$ cat src/rtl/wts_pkg.sv
// Shared constants and helpers for the wave-table sound core output path.
// Holds the I2S frame geometry and the 12-bit mixer to 16-bit DAC word conversion.
package wts_pkg;

  localparam int WTS_I2S_SLOTS = 32;
  localparam int WTS_I2S_WORD  = 16;

  localparam logic [2:0] WTS_MIX_UPDATE_SLOT = 3'd3;

  typedef enum logic {
    TX_IDLE,
    TX_RUN
  } wts_tx_state_e;

  // Offset-binary input only needs its MSB flipped to become two's complement.
  function automatic logic [15:0] wts_to_s16(input logic [11:0] x12, input logic offset_binary);
    logic [11:0] s12;
    s12 = offset_binary ? {~x12[11], x12[10:0]} : x12;
    return {s12, 4'b0000};
  endfunction

endpackage

$ cat src/rtl/wts_i2s_bclk_gen.sv
// I2S bit-clock generator: divides clk down to BCLK and flags the falling-edge clk.
// The fe strobe is combinational and lines up with the clk on which BCLK drops.
module wts_i2s_bclk_gen #(
  parameter int unsigned BCLK_DIV = 4
) (
  input  logic clk,
  input  logic reset,
  output logic bclk,
  output logic fe
);

  localparam logic [7:0] DIV_LAST = 8'(BCLK_DIV - 1);

  logic [7:0] div_cnt_q;
  logic [7:0] div_cnt_d;
  logic       bclk_q;
  logic       bclk_d;
  logic       tc;

  always_comb begin
    tc        = (div_cnt_q == DIV_LAST);
    div_cnt_d = div_cnt_q + 8'd1;
    bclk_d    = bclk_q;
    if (tc) begin
      div_cnt_d = 8'd0;
      bclk_d    = ~bclk_q;
    end
  end

  always_ff @(posedge clk) begin
    if (reset) begin
      div_cnt_q <= 8'd0;
      bclk_q    <= 1'b0;
    end else begin
      div_cnt_q <= div_cnt_d;
      bclk_q    <= bclk_d;
    end
  end

  assign bclk = bclk_q;
  assign fe   = tc & bclk_q;

endmodule

$ cat src/rtl/wts_i2s_transmitter.sv
// Philips I2S serializer for the mixed wave-table output, with a one-deep pending
// buffer decoupling the mixer update rate from the I2S frame rate.
module wts_i2s_transmitter
  import wts_pkg::*;
#(
  parameter bit          offset_binary = 1'b1,
  parameter int unsigned bclk_div      = 4
) (
  input  logic        clk,
  input  logic        reset,
  input  logic [2:0]  active,
  input  logic [11:0] left_in,
  input  logic [11:0] right_in,
  input  logic        mute,
  output logic        i2s_bclk,
  output logic        i2s_lrclk,
  output logic        i2s_sdata,
  output logic        frame_start,
  output logic        sample_fresh
);

  localparam int         SHIFT_W   = 2 * WTS_I2S_WORD;
  localparam logic [4:0] LAST_SLOT = 5'(WTS_I2S_SLOTS - 1);
  localparam logic [4:0] LR_FIRST  = 5'(WTS_I2S_WORD - 1);

  wts_tx_state_e state_q, state_d;

  logic [2:0]         prev_active_q, prev_active_d;
  logic [15:0]        left_pend_q, left_pend_d;
  logic [15:0]        right_pend_q, right_pend_d;
  logic               pending_new_q, pending_new_d;
  logic [4:0]         slot_q, slot_d;
  logic [SHIFT_W-1:0] shift_q, shift_d;
  logic               lrclk_q, lrclk_d;
  logic               sdata_q, sdata_d;
  logic               frame_start_q, frame_start_d;
  logic               sample_fresh_q, sample_fresh_d;

  logic fe;
  logic capture;
  logic load;

  wts_i2s_bclk_gen #(
    .BCLK_DIV(bclk_div)
  ) u_bclk_gen (
    .clk  (clk),
    .reset(reset),
    .bclk (i2s_bclk),
    .fe   (fe)
  );

  // A load reads the pending pair as it was before this clk, so a capture on the
  // same clk lands in the next frame and leaves pending_new set.
  always_comb begin
    state_d        = TX_RUN;
    prev_active_d  = active;
    left_pend_d    = left_pend_q;
    right_pend_d   = right_pend_q;
    pending_new_d  = pending_new_q;
    slot_d         = slot_q;
    shift_d        = shift_q;
    lrclk_d        = lrclk_q;
    sdata_d        = sdata_q;
    frame_start_d  = 1'b0;
    sample_fresh_d = sample_fresh_q;

    capture = (state_q == TX_RUN) &&
              (prev_active_q == WTS_MIX_UPDATE_SLOT) &&
              (active != WTS_MIX_UPDATE_SLOT);
    load    = fe && (slot_q == LAST_SLOT);

    if (load) begin
      pending_new_d = 1'b0;
    end
    if (capture) begin
      left_pend_d   = wts_to_s16(left_in, offset_binary);
      right_pend_d  = wts_to_s16(right_in, offset_binary);
      pending_new_d = 1'b1;
    end

    if (fe) begin
      slot_d = slot_q + 5'd1;
      if (load) begin
        shift_d        = mute ? '0 : {left_pend_q, right_pend_q};
        sample_fresh_d = pending_new_q;
        frame_start_d  = 1'b1;
      end else begin
        shift_d = {shift_q[SHIFT_W-2:0], 1'b0};
      end
      sdata_d = shift_d[SHIFT_W-1];
      // Word select flips one BCLK ahead of the MSB of each word.
      lrclk_d = (slot_d >= LR_FIRST) && (slot_d != LAST_SLOT);
    end
  end

  always_ff @(posedge clk) begin
    if (reset) begin
      state_q        <= TX_IDLE;
      prev_active_q  <= 3'd0;
      left_pend_q    <= 16'h0000;
      right_pend_q   <= 16'h0000;
      pending_new_q  <= 1'b0;
      slot_q         <= LAST_SLOT;
      shift_q        <= '0;
      lrclk_q        <= 1'b0;
      sdata_q        <= 1'b0;
      frame_start_q  <= 1'b0;
      sample_fresh_q <= 1'b0;
    end else begin
      state_q        <= state_d;
      prev_active_q  <= prev_active_d;
      left_pend_q    <= left_pend_d;
      right_pend_q   <= right_pend_d;
      pending_new_q  <= pending_new_d;
      slot_q         <= slot_d;
      shift_q        <= shift_d;
      lrclk_q        <= lrclk_d;
      sdata_q        <= sdata_d;
      frame_start_q  <= frame_start_d;
      sample_fresh_q <= sample_fresh_d;
    end
  end

  assign i2s_lrclk    = lrclk_q;
  assign i2s_sdata    = sdata_q;
  assign frame_start  = frame_start_q;
  assign sample_fresh = sample_fresh_q;

endmodule

$ cat config.mk
export PLATFORM = sky130hd
export DESIGN_NAME = wts_i2s_transmitter
export DESIGN_NICKNAME = d
export VERILOG_FILES = /design/src/rtl/wts_pkg.sv /design/src/rtl/wts_i2s_bclk_gen.sv /design/src/rtl/wts_i2s_transmitter.sv
export SDC_FILE = /design/constraint.sdc
export NUM_CORES = 1
export LEC_CHECK = 0
export ABC_AREA = 0
export CAP_MARGIN = 20
export CORE_MARGIN = 2
export CORE_UTILIZATION = 60
export DETAILED_ROUTE_END_ITERATION = 16
export PLACE_DENSITY = 0.88
export SYNTH_ARGS = -nofsm -noshare
export SYNTH_HDL_FRONTEND = slang
export SYNTH_SLANG_ARGS = --single-unit
export TNS_END_PERCENT = 10
$ cat constraint.sdc
create_clock -name clk -period 5.45 [get_ports clk]
set_input_delay 0.545 -clock clk [delete_from_list [all_inputs] [get_ports clk]]
set_output_delay 0.545 -clock clk [all_outputs]
set_load 0.02 [all_outputs]
==> results.yml <==
job:
  maxCapViolCount: 0
sta:
  hold_violations: 0
  rsz0062_at_grt: "false"
  worst_slew_pin_slew_ns: 1.09
  skew_ns: 0.00950
  setup_tns_ns: 0
  maxSlewHeadroom_pct: 27.4
  setup_viol: 0
  drv_slew: 0
  clock.fmax_ghz: 0.459
  period_minus_slack_ns: 2.18
  period_share_pct: 40.0
placed_design:
  place.gp.congestion: 0.749
  placed_area_sq_um: 3430
  port_buffers: 34
  hpwl_um: 3500
  dp_cells: 439
synthesis:
  synth-edff-count: 0
  seq_area_frac_synth_pct: 47.5
  avgSynthCellArea_sq_um: 8.69
  synth.most_common_cell: "dfxtp_1"
  synth_flop_cell: "dfxtp_1"
  synth.distinct_cells: 34
  yosys_warnings: 0
  synth_top_area_share_pct: 47.5
  ys_top_cells_by_count: "74 x dfxtp_1, 65 x nor2_1, 34 x nand2_1, 27 x inv_1"
  ys_seq_elements: 74
  syn_area_sq_um: 3120
  async_flop_share_pct: 0
  synth_cells: 359
  yosysTopAreaCell: "dfxtp_1"
  mappedNetlistNets: 393
  yosys-top-cells-area: "dfxtp_1 47%, nor2_1 7.8%, mux2i_1 7.1%, a211oi_1 5.5%, o22ai_1 4.6%"
cells_and_area:
  syn_to_final_growth_pct: 16.4
  fillers: 406
  multi_input_area_sq_um: 1410
  drive_above_1_share_pct: 6.23
  num-nets-final: 414
  layoutNonFillerInstCount: 455
  finalInstanceArea_sq_um: 3630
  diodes: 0
  seq_area_sq_um: 1480
worst_setup_path:
  cp-start-kind: "register"
  cp_data_required_time_ns: 5.66
  crit_path_max_incr_delay_ns: 0.46
  worstPathArrival_ns: 2.39
  cpMostUsedCell: "ha_1"
  endpoint_kind: "register"
  rr_worst_depth: 7
  crit_type: "reg -> reg"
  r2r-end: "pending_new_q$_SDFFE_PP0P_"
  reg2reg_slack_ns: 3.27
  reg2reg_from: "slot_q[0]$_SDFFE_PP1P_"
  critPathMaxFanout: 53
  path_cells: "ha_1 > and3_1 > ha_1 > buf_4 > nand4_1 > a21oi_1 > nor2_1"
  crit_slowest_cell: "dfxtp_1"
clock_network:
  cts_resized: 0
  cts_buffers: 9
  h-tree-depth: 3
  cts_tree: "done"
  cts_hold_buffers: 0
  clockBufferDepth: 2
  clk_pin_slew_ns: 0.07
  cts_setup_buffers: 0
  cts_root_buf: "clkbuf_8"
  cts.sinks: 74
  clk_latency_ns: 0.35
grt:
  grt_pass1_vias: 2410
  grt-ovfl-total: 0
  grt_max_degree: 63
  grt_pass1_wl_um: 10100
  grt_usage_pct: 21.4
  antenna_found_initial: 0
detailed_routing:
  drtIter0Drc: 141
  drc: 0
  ant_nets: 0
  viasPerCell: 5.47
  wl_per_cell_um: 13.0
  firstDrtPassIters: 5
  drt_wl_total_um: 5900
  num_vias: 2490
power_and_ir_drop:
  irDropWorstVdd_v: 0.000186
  power_density_nw_per_um2: 291
  power.total_uw: 1060
  p_leak_uw: 0.00126
floorplan:
  ios: 35
  die_area_sq_um: 5790
  fp-row-count: 26
  core_area_sq_um: 5070
  dieHeight_um: 76.1
  initial_core_util_pct: 61.5
  die-width_um: 76.1
run_status:
  run_status: "complete, no violations"
hold_path:
  worst_hold_path.endpoint: "shift_q[4]$_SDFFE_PP0P_"
  min_from: "shift_q[4]$_SDFFE_PP0P_"
  hold_path_class: "reg -> reg"
  holdPathStages: 2
==> worst max-delay path, delay by kind of cell (launching register included) <==
family / cells / cell delay (ns)
buf+inv: 1 / 0.42
simple gates: 3 / 0.49
flops: 1 / 0.46
compound gates: 1 / 0.21
fa+ha+maj: 2 / 0.44
==> layer usage <==
| metal | track usage [%] | part of all wire, % | vias up | wire [um] |
|---|---|---|---|---|
| met3 | 3.91 | 3.2 | 10 | 187 |
| met2 | 37.0 | 47 | 40 | 2790 |
| met5 | 0 | 0 | - | 0 |
| met4 | 12.4 | 2.2 | 0 | 127 |
| met1 | 25.1 | 47 | 1179 | 2800 |
| li1 | - | - | 1261 | - |
==> how the worst max path moves through the flow <==
stage	depth (start not counted)	to	from	slack, ns
floorplan	9	shift_q[22]$_SDFFE_PP0P_	slot_q[0]$_SDFFE_PP1P_	3.54
global placement	5	left_pend_q[12]$_SDFFE_PP0P_	active[2]	3.02
detailed placement	5	left_pend_q[11]$_SDFFE_PP0P_	active[2]	2.93
CTS	5	left_pend_q[11]$_SDFFE_PP0P_	active[2]	3.29
global route	8	shift_q[23]$_SDFFE_PP0P_	slot_q[0]$_SDFFE_PP1P_	3.06
finish	7	pending_new_q$_SDFFE_PP0P_	slot_q[0]$_SDFFE_PP1P_	3.27
==> per-stage QoR <==
| step | hold slack, ns | utilization (%) | setup WS [ns] |
|---|---|---|---|
| floorplan | 0.432 | - | 3.54 |
| global placement | 0.439 | 67.5 | 3.02 |
| detailed placement | 0.444 | 67.5 | 2.93 |
| CTS | 0.454 | 71.6 | 3.29 |
| global route | 0.472 | 71.6 | 3.06 |
| finish | 0.454 | 71.6 | 3.27 |
==> final cells by class <==
| class | instances | area share [%] |
|---|---|---|
| sequential | 74 | 40.8 |
| multi-input combinational | 232 | 38.7 |
| timing repair buffer | 36 | 9.65 |
| clock buffer | 12 | 4.27 |
| inverter | 27 | 2.79 |
| tap | 70 | 2.41 |
| clock inverter | 4 | 1.38 |
==> kinds of logic (layout without fill, tap and decap cells) <==
logic type               count (synthesis)  in the layout  synth area share (%)
flip-flops                              74             74                  47.5
adder cells (fa/ha/maj)                  4              4                  1.60
multiplexers                            22             22                  7.06
XOR/XNOR                                 8              8                  2.25
AO/OA/AOI/OAI                           64             64                  13.5
buffers and inverters                   53             79                  7.94
AND/OR/NAND/NOR                        134            134                  20.2
==> where the power goes <==
group,internal (uW),switching (uW),total (uW)
clock,236,201,437
combinational,32.5,33.0,65.6
sequential,549,5.90,555
==> layout by cell type, fill, tap and decap left out, types with 3 or more instances in the layout <==
master,Yosys,layout
xor2_1,5,5
nor2b_1,3,3
clkdlybuf4s50_1,0,33
nand3_1,9,9
o22ai_1,23,23
a21oi_1,8,8
o21ai_0,4,4
nand4b_1,3,3
dfxtp_1,74,74
and3_1,5,5
clkbuf_8,0,11
nor2_1,65,65
mux2i_1,22,22
nand2_1,34,34
a211oi_1,23,23
ha_1,4,4
xnor2_1,3,3
inv_1,27,27
nand3b_1,5,5
==> registers in the layout, summed over array words and instances, names as in the netlist, 3 cells and up <==
signal / flops
u_bclk_gen.div_cnt_q: 8
slot_q: 5
shift_q: 27
left_pend_q: 12
prev_active_q: 3
right_pend_q: 12
Note: power is estimated with default switching activity, not from simulation.
